==> src/rtl/pipeline_hazard_ctrl.sv <==
// pipeline_hazard_ctrl
// Sequencing controller for the 4-stage 8-bit pipeline (IF, ID, EX, WB).
// It watches the instruction in the IF/ID register and tracks in-flight
// register writers in a two-slot scoreboard (EX, WB). From these it drives:
//   - PC, IF/ID and ID/EX enables and flushes
//   - the jump redirect
//   - EX operand-forward selects
//   - a saturating RAW stall counter
// All control outputs are combinational from registered state plus the ID
// inputs. o_state exposes the FSM state (0 = RUN, 1 = REDIRECT).
module pipeline_hazard_ctrl #(
    parameter int JUMP_BUBBLES = 1
) (
    input  logic       i_clk,
    input  logic       i_reset,
    input  logic       i_id_valid,
    input  logic [1:0] i_id_opcode,
    input  logic [2:0] i_id_rsrc,
    input  logic [2:0] i_id_rdest,
    input  logic [7:0] i_id_jump_address,
    output logic       o_pc_en,
    output logic       o_pc_load,
    output logic [7:0] o_pc_target,
    output logic       o_if_id_en,
    output logic       o_if_id_flush,
    output logic       o_id_ex_flush,
    output logic       o_fwd_rs,
    output logic       o_fwd_rd,
    output logic [7:0] o_stall_count,
    output logic       o_state
);

    localparam logic [1:0] OP_ADD  = 2'b00;
    localparam logic [1:0] OP_MOVI = 2'b01;
    localparam logic [1:0] OP_JUMP = 2'b10;

    localparam logic [2:0] BUBBLE_LOAD = 3'(JUMP_BUBBLES - 1);

    typedef enum logic {
        ST_RUN      = 1'b0,
        ST_REDIRECT = 1'b1
    } state_t;

    state_t     r_state;
    state_t     w_state_nxt;
    logic [2:0] r_cnt;
    logic [2:0] w_cnt_nxt;

    logic       r_ex_v;
    logic [2:0] r_ex_dest;
    logic       r_wb_v;
    logic [2:0] r_wb_dest;
    logic [7:0] r_stall_count;

    logic w_run;
    logic w_is_add;
    logic w_is_movi;
    logic w_is_jump;
    logic w_hazard;
    logic w_writer;
    logic w_jump;

    // ID decode.
    // Only RUN (and not reset) lets the ID instruction act; REDIRECT
    // treats ID as a NOP.
    assign w_run     = (r_state == ST_RUN) && !i_reset;
    assign w_is_add  = i_id_valid && (i_id_opcode == OP_ADD);
    assign w_is_movi = i_id_valid && (i_id_opcode == OP_MOVI);
    assign w_is_jump = i_id_valid && (i_id_opcode == OP_JUMP);

    // ADD reads both rs and rd.
    // A producer still in EX cannot be forwarded yet, so it forces a
    // one-cycle stall.
    assign w_hazard = w_run && w_is_add && r_ex_v &&
                      ((r_ex_dest == i_id_rsrc) || (r_ex_dest == i_id_rdest));
    assign w_writer = w_run && (w_is_add || w_is_movi) && !w_hazard;
    assign w_jump   = w_run && w_is_jump;

    // FSM state register: RUN / REDIRECT plus the bubble counter.
    always_ff @(posedge i_clk) begin
        if (i_reset) begin
            r_state <= ST_RUN;
            r_cnt   <= 3'd0;
        end else begin
            r_state <= w_state_nxt;
            r_cnt   <= w_cnt_nxt;
        end
    end

    // FSM next state.
    // A jump with more than one bubble parks in REDIRECT until the
    // counter reaches 1.
    always_comb begin
        w_state_nxt = r_state;
        w_cnt_nxt   = r_cnt;
        unique case (r_state)
            ST_RUN: begin
                if (w_jump && (JUMP_BUBBLES > 1)) begin
                    w_state_nxt = ST_REDIRECT;
                    w_cnt_nxt   = BUBBLE_LOAD;
                end
            end
            ST_REDIRECT: begin
                w_cnt_nxt = r_cnt - 3'd1;
                if (r_cnt == 3'd1) begin
                    w_state_nxt = ST_RUN;
                end
            end
            default: begin
                w_state_nxt = ST_RUN;
                w_cnt_nxt   = 3'd0;
            end
        endcase
    end

    // Scoreboard shift.
    // The WB slot inherits EX; EX records the current ID writer, if any.
    always_ff @(posedge i_clk) begin
        if (i_reset) begin
            r_ex_v    <= 1'b0;
            r_ex_dest <= 3'd0;
            r_wb_v    <= 1'b0;
            r_wb_dest <= 3'd0;
        end else begin
            r_wb_v    <= r_ex_v;
            r_wb_dest <= r_ex_dest;
            r_ex_v    <= w_writer;
            r_ex_dest <= w_writer ? i_id_rdest : 3'd0;
        end
    end

    // RAW stall counter; saturates at 255 with no wrap.
    always_ff @(posedge i_clk) begin
        if (i_reset) begin
            r_stall_count <= 8'd0;
        end else if (w_hazard && (r_stall_count != 8'hFF)) begin
            r_stall_count <= r_stall_count + 8'd1;
        end
    end

    // FSM outputs: pipeline enables, flushes, redirect and forward selects.
    always_comb begin
        o_pc_en       = 1'b0;
        o_pc_load     = 1'b0;
        o_pc_target   = 8'h00;
        o_if_id_en    = 1'b0;
        o_if_id_flush = 1'b0;
        o_id_ex_flush = 1'b0;
        o_fwd_rs      = 1'b0;
        o_fwd_rd      = 1'b0;
        if (i_reset) begin
            o_if_id_flush = 1'b1;
            o_id_ex_flush = 1'b1;
        end else begin
            unique case (r_state)
                ST_RUN: begin
                    o_pc_en    = 1'b1;
                    o_if_id_en = 1'b1;
                    if (w_hazard) begin
                        // Hold PC and IF/ID; push a bubble into EX.
                        o_pc_en       = 1'b0;
                        o_if_id_en    = 1'b0;
                        o_id_ex_flush = 1'b1;
                    end else if (w_is_add) begin
                        o_fwd_rs = r_wb_v && (r_wb_dest == i_id_rsrc);
                        o_fwd_rd = r_wb_v && (r_wb_dest == i_id_rdest);
                    end
                    if (w_jump) begin
                        // Redirect the PC.
                        // The wrong-path fetch is discarded; the JUMP itself
                        // proceeds into EX unchanged.
                        o_pc_load     = 1'b1;
                        o_pc_target   = i_id_jump_address;
                        o_if_id_flush = 1'b1;
                    end
                end
                ST_REDIRECT: begin
                    o_pc_en       = 1'b1;
                    o_if_id_en    = 1'b1;
                    o_if_id_flush = 1'b1;
                end
                default: begin
                    o_if_id_flush = 1'b1;
                    o_id_ex_flush = 1'b1;
                end
            endcase
        end
    end

    assign o_stall_count = r_stall_count;
    assign o_state       = r_state;

endmodule
==> config.mk <==
export PLATFORM = sky130hd
export DESIGN_NAME = pipeline_hazard_ctrl
export DESIGN_NICKNAME = d
export VERILOG_FILES = /design/src/rtl/pipeline_hazard_ctrl.sv
export SDC_FILE = /design/constraint.sdc
export NUM_CORES = 1
export LEC_CHECK = 0
export CORE_MARGIN = 2
export CORE_UTILIZATION = 48
export CTS_BUF_LIST = sky130_fd_sc_hd__clkbuf_8
export DETAILED_ROUTE_END_ITERATION = 10
export GPL_TIMING_DRIVEN = 0
export HOLD_SLACK_MARGIN = 0.08
export PLACE_DENSITY = 0.95
export SLEW_MARGIN = 20
export SYNTH_ARGS = -nofsm -noshare
export SYNTH_HDL_FRONTEND = slang
export SYNTH_SLANG_ARGS = --single-unit
export TNS_END_PERCENT = 1
==> constraint.sdc <==
create_clock -name i_clk -period 4.65 [get_ports i_clk]
set_input_delay 1.1625 -clock i_clk [delete_from_list [all_inputs] [get_ports i_clk]]
set_output_delay 1.1625 -clock i_clk [all_outputs]
set_load 0.01 [all_outputs]
==> flow_summary.json, run 1 <==
{
  "outcome": "finished, final reports clean",
  "finalWirelength_microns": 2660,
  "fin_crit_sh_pct": 96.7,
  "powerDensity_nw_per_um2": 210,
  "fin_worst_skew_ps": 5.10,
  "drive_above_1_share_pct": 6.10,
  "ctsHoldBuffers": 0,
  "slew_violations": 0,
  "diodes": 0,
  "cp.arrival_ps": 3340,
  "endpoint_kind": "output port",
  "holdCritPathClass": "reg -> reg",
  "gp_congestion": 0.774,
  "syn_nets": 141,
  "htreeDepth": 1,
  "die_w_microns": 51.3,
  "fp-row-count": 17,
  "syn_inst": 119,
  "synthesis.area_sq_um": 1070,
  "path_clk_slew_ps": 70,
  "insertion_delay_ps": 250,
  "vdd_drop_max_uv": 255,
  "synthArstFlopShare_pct": 0,
  "grt_overflow": 0,
  "cts_root_buffer": "clkbuf_8",
  "numCtsBuffers": 3,
  "max-clock-path-buffers": 2,
  "post_cts_buffers": 0,
  "min_period_ps": 4500,
  "synth_edf_count": 0,
  "port_buffers": 42,
  "fin_nets": 188,
  "worstSetupPathType": "in -> out",
  "cp-start-kind": "primary input",
  "die_h_microns": 51.3,
  "tritoncts": "done",
  "required_ps": 3490,
  "viasPerCell": 5.16,
  "grt_max_degree": 11,
  "dr.first_iter.drc_count": 15,
  "ys_types": 33,
  "syn_area_per_cell_sq_um": 9.02,
  "cp_max_fo": 9,
  "vias": 990,
  "start_util_pct": 49.5,
  "core_sq_um": 2170,
  "max_freq_mhz": 222,
  "ios": 43,
  "track_usage_pct": 22.4,
  "route.detailed.drc": 0,
  "wl_per_cell_microns": 13.9,
  "worst_pin_slew_ps": 712,
  "fp.dieArea_sq_um": 2630,
  "synth-seq-cells": 20,
  "clock_sinks": 20,
  "first_global_vias": 990,
  "p_leak_nw": 0.573,
  "hpwl_microns": 2070,
  "cts_resized": 0,
  "syn_to_final_growth_pct": 46.3,
  "antenna_found_initial": 0,
  "rsz0062_at_grt": "false",
  "synth-seq-area-share_pct": 37.3,
  "total_power_mw": 0.330,
  "finalSetupViolCount": 0,
  "max-cap-violations": 0,
  "ant_nets": 0,
  "hold_viol_final": 0,
  "drt-pass1-iter-count": 4,
  "yosysWarnings": 0,
  "slew_headroom_pct": 52.1,
  "tns_ps": 0,
  "ys.flop_type": "dfxtp_1",
  "grt_pass1_wl_microns": 4400
}
cell families after synthesis:
| logic type | count (synthesis) | synth area share [%] |
|---|---|---|
| buf+inv | 7 | 3.15 |
| mux | 3 | 2.91 |
| xor+xnor | 14 | 11.4 |
| fa+ha+maj | 3 | 3.50 |
| simple gates | 61 | 32.9 |
| flops | 20 | 37.3 |
| compound gates | 11 | 8.86 |
cells in the mapped netlist, types with 2 or more instances:
library cell	instances	area share [%]
nand2_1	7	2.4
nand2b_1	4	2.3
clkbuf_1	2	0.70
mux2i_1	2	1.9
a21oi_1	4	1.9
and4_1	3	2.4
dfxtp_1	20	37
nor2_1	10	3.5
inv_1	3	1.0
ha_1	3	3.5
nand4_1	3	1.7
xnor2_1	13	11
nand3_1	3	1.4
nor2b_1	8	4.7
buf_4	2	1.4
nor3_1	2	0.93
and2_1	14	8.2
per-layer routing:
layer | part of all wire (%) | global-route usage [%] | wire [microns] | vias to the layer above
li1 | - | - | - | 493
met5 | 0 | 0 | 0 | -
met2 | 54 | 41.1 | 1440 | 31
met1 | 39 | 24.3 | 1040 | 458
met3 | 4.5 | 6.14 | 120 | 8
met4 | 2.3 | 8.33 | 62 | 0
power breakdown:
part	internal [mW]	total, mW	switching, mW
sequential	0.173	0.175	0.00155
combinational	0.0279	0.0451	0.0172
clock	0.0576	0.110	0.0528
state kept, by name, summed over array words and instances (netlist names):
register,count
o_stall_count,8
o_state,1
r_cnt,3
r_ex_dest,3
r_ex_v,1
r_wb_dest,3
r_wb_v,1
cell usage in the layout (no fill, tap or decap), drive strengths merged, types with 2 or more instances in the layout:
| master | instances |
|---|---|
| nand2b | 4 |
| nand3 | 3 |
| and4 | 3 |
| dfxtp | 20 |
| ha | 3 |
| a21oi | 4 |
| xnor2 | 13 |
| and2 | 14 |
| nand2 | 7 |
| nor2 | 10 |
| inv | 3 |
| clkbuf | 5 |
| buf | 2 |
| mux2i | 2 |
| nor3 | 3 |
| clkdlybuf4s50 | 42 |
| nand4 | 4 |
| nor2b | 8 |
through the flow:
step | std cells | util, % | setup WS, ps | hold slack [ps] | instance area [sq um]
floorplan | 119 | - | 1310 | 463 | 1070
global placement | 189 | 70.5 | 233 | 464 | 1530
detailed placement | 189 | 70.5 | 115 | 481 | 1530
CTS | 192 | 72.4 | 146 | 490 | 1570
global route | 192 | 72.4 | 47.1 | 521 | 1570
finish | 192 | 72.4 | 152 | 489 | 1570
area by class of cell:
type                            instances  area (sq um)
Fill cell                             174           599
Timing Repair Buffer                   42           420
Sequential cell                        20           400
Buffer                                  4          22.5
Clock buffer                            3          41.3
Inverter                                3          11.3
Tap cell                               28          35.0
Multi-Input combinational cell         92           639
critical path: stages:
cell and delay, ps:
clkdlybuf4s50_1 480, nor2b_1 240, nand2_1 120, nor3_1 560, and2_1 230, clkdlybuf4s50_1 540
path summary, 6_finish.rpt:
path                            to          from  depth (start not counted)  slack (ps)
hold reg to reg           r_cnt[1]      r_cnt[1]                          2         490
setup / recovery    o_pc_target[3]    i_id_valid                          6         150
hold / removal            r_cnt[1]      r_cnt[1]                          2         490
setup reg to reg  o_stall_count[3]  r_ex_dest[2]                          5        2750
Note: power is estimated with default switching activity, not from simulation.
==> inputs of run 2 (changes only) <==
==> constraint.sdc (replaced) <==
create_clock -name i_clk -period 5.3 [get_ports i_clk]
set_input_delay 1.325 -clock i_clk [delete_from_list [all_inputs] [get_ports i_clk]]
set_output_delay 1.325 -clock i_clk [all_outputs]
set_load 0.01 [all_outputs]
==> results of run 2 <==
Same layout as run 1 (identical final DEF). Status: finished, final reports clean.
Main changes from that run: setup slack after placement 115 ps -> 440 ps; setup slack after layout 152 ps -> 477 ps; register-to-register setup slack 2750 ps -> 3400 ps; total power 0.330 mW -> 0.290 mW; worst IR drop on VDD 255 uV -> 223 uV
==> inputs of run 3 (changes only) <==
--- a/config.mk
+++ b/config.mk
@@ -6,14 +6,14 @@
 export NUM_CORES = 1
 export LEC_CHECK = 0
 export CORE_MARGIN = 2
-export CORE_UTILIZATION = 48
+export CORE_UTILIZATION = 44
 export CTS_BUF_LIST = sky130_fd_sc_hd__clkbuf_8
 export DETAILED_ROUTE_END_ITERATION = 10
 export GPL_TIMING_DRIVEN = 0
 export HOLD_SLACK_MARGIN = 0.08
-export PLACE_DENSITY = 0.95
+export PLACE_DENSITY = 0.93
 export SLEW_MARGIN = 20
 export SYNTH_ARGS = -nofsm -noshare
 export SYNTH_HDL_FRONTEND = slang
 export SYNTH_SLANG_ARGS = --single-unit
-export TNS_END_PERCENT = 1
+export TNS_END_PERCENT = 20
==> constraint.sdc (replaced) <==
create_clock -name i_clk -period 5 [get_ports i_clk]
set_input_delay 1.25 -clock i_clk [delete_from_list [all_inputs] [get_ports i_clk]]
set_output_delay 1.25 -clock i_clk [all_outputs]
set_load 0.01 [all_outputs]
==> flow_summary.json, run 3 (synthesis gave the netlist of run 1 again) <==
{
  "worst_pin_slew_ps": 662,
  "max-clock-path-buffers": 2,
  "insertion_delay_ps": 260,
  "clock_sinks": 20,
  "max-cap-violations": 0,
  "path_clk_slew_ps": 80,
  "cp.arrival_ps": 3400,
  "switching_share_pct": 20.1,
  "power.switching_mw": 0.0737,
  "start_util_pct": 47.6,
  "die_h_microns": 53.4,
  "seqPwrFrac_pct": 44.2,
  "largest_reg_flops": 8,
  "final_cell_mix": "clkdlybuf4s50_1 (42), dfxtp_1 (20), and2_1 (14)",
  "htreeDepth": 1,
  "core_sq_um": 2250,
  "endpoint_kind": "output port",
  "cp_max_fo": 10,
  "viasPerCell": 5.31,
  "cts_resized": 0,
  "fin_worst_skew_ps": 5.55,
  "ios": 43,
  "diodes": 0,
  "max_freq_mhz": 215,
  "finalWirelength_microns": 2880,
  "numCtsBuffers": 3,
  "cts_root_buffer": "clkbuf_8",
  "pwr-share-comb_pct": 11.6,
  "cp-start-kind": "primary input",
  "dr.first_iter.drc_count": 26,
  "post_cts_buffers": 0,
  "port_buffers": 42,
  "p_leak_nw": 0.587,
  "intPower_mw": 0.294,
  "track_usage_pct": 23.1,
  "hold_viol_final": 0,
  "min_period_ps": 4650,
  "wl_per_cell_microns": 14.9,
  "drt-pass1-iter-count": 5,
  "grt_pass1_wl_microns": 4700,
  "grt_max_degree": 13,
  "outcome": "finished, final reports clean",
  "final_common_cell": "clkdlybuf4s50_1",
  "slew_headroom_pct": 55.6,
  "holdCritPathClass": "reg -> reg",
  "ctsHoldBuffers": 0,
  "clock_power_share_pct": 44.2,
  "worstSetupPathType": "in -> out",
  "ant_nets": 0,
  "first_global_vias": 983,
  "hpwl_microns": 2150,
  "finalSetupViolCount": 0,
  "grt_overflow": 0,
  "fp.dieArea_sq_um": 2850,
  "syn_to_final_growth_pct": 49.1,
  "tritoncts": "done",
  "whs_ps": 496,
  "powerDensity_nw_per_um2": 230,
  "fin_crit_sh_pct": 92.9,
  "gp_congestion": 0.787,
  "fp-row-count": 17,
  "vias": 1025,
  "drive_above_1_share_pct": 6.67,
  "antenna_found_initial": 0,
  "route.detailed.drc": 0,
  "die_w_microns": 53.4,
  "fin_nets": 188,
  "required_ps": 3750,
  "slew_violations": 0,
  "rsz0062_at_grt": "false",
  "vdd_drop_max_uv": 314,
  "tns_ps": 0
}
## run 3: cell types whose count changed in the layout (fill, tap and decap cells not counted)
| cell | change |
|---|---|
| bufinv_16 | +1 |
## run 3: metrics by stage
step | setup slack [ps] | cell area, sq um | power [mW] | util (%) | cells
2_1_floorplan | 1480 | 1070 | 0.182 | - | 119
3_3_place_gp | 397 | 1530 | 0.207 | 67.8 | 189
3_5_place_dp | 366 | 1530 | 0.208 | 67.8 | 189
4_1_cts | 356 | 1600 | 0.367 | 71.0 | 193
5_1_grt | 199 | 1600 | 0.379 | 71.0 | 193
6_report | 355 | 1600 | 0.367 | 71.0 | 193
## run 3: area by class of cell
type                    instances  area (sq um)
clock buffers                   3          41.3
repair buffers                 42           420
fillers                       186           654
clock inverters                 1          30.0
flip-flops and latches         20           400
inverters                       3          11.3
well taps                      28          35.0
multi-input cells              92           639
plain buffers                   4          22.5
## run 3: power by group through the flow
stage / logic (mW) / registers, mW / clock network, mW
after floorplan: 0.0165 / 0.166 / 0
after global placement: 0.0409 / 0.166 / 0
after detailed placement: 0.0420 / 0.166 / 0
after CTS: 0.0425 / 0.162 / 0.162
after global routing: 0.0453 / 0.163 / 0.171
final: 0.0425 / 0.162 / 0.162
## run 3: layer usage
| metal | part of all wire [%] | vias to the layer above | routed length [microns] | GRT usage, % |
|---|---|---|---|---|
| met2 | 52 | 38 | 1500 | 40.3 |
| li1 | - | 495 | - | - |
| met4 | 3.5 | 0 | 101 | 10.7 |
| met5 | 0 | - | 0 | 0 |
| met3 | 4.8 | 12 | 138 | 5.37 |
| met1 | 39 | 480 | 1140 | 26.1 |
## run 3: path summary, 6_finish.rpt
kind / startpoint / endpoint / slack (ps) / depth (start not counted)
max reg2reg: r_ex_dest[2] / o_stall_count[3] / 3070 / 5
min: o_stall_count[4] / o_stall_count[4] / 500 / 1
min reg2reg: o_stall_count[4] / o_stall_count[4] / 500 / 1
max: i_reset / o_pc_en / 350 / 6
## run 3: worst max-delay path, stage by stage
cell	delay, ps
clkdlybuf4s50_1	590
clkbuf_1	400
clkbuf_1	400
nor2_1	120
buf_4	150
clkdlybuf4s50_1	480
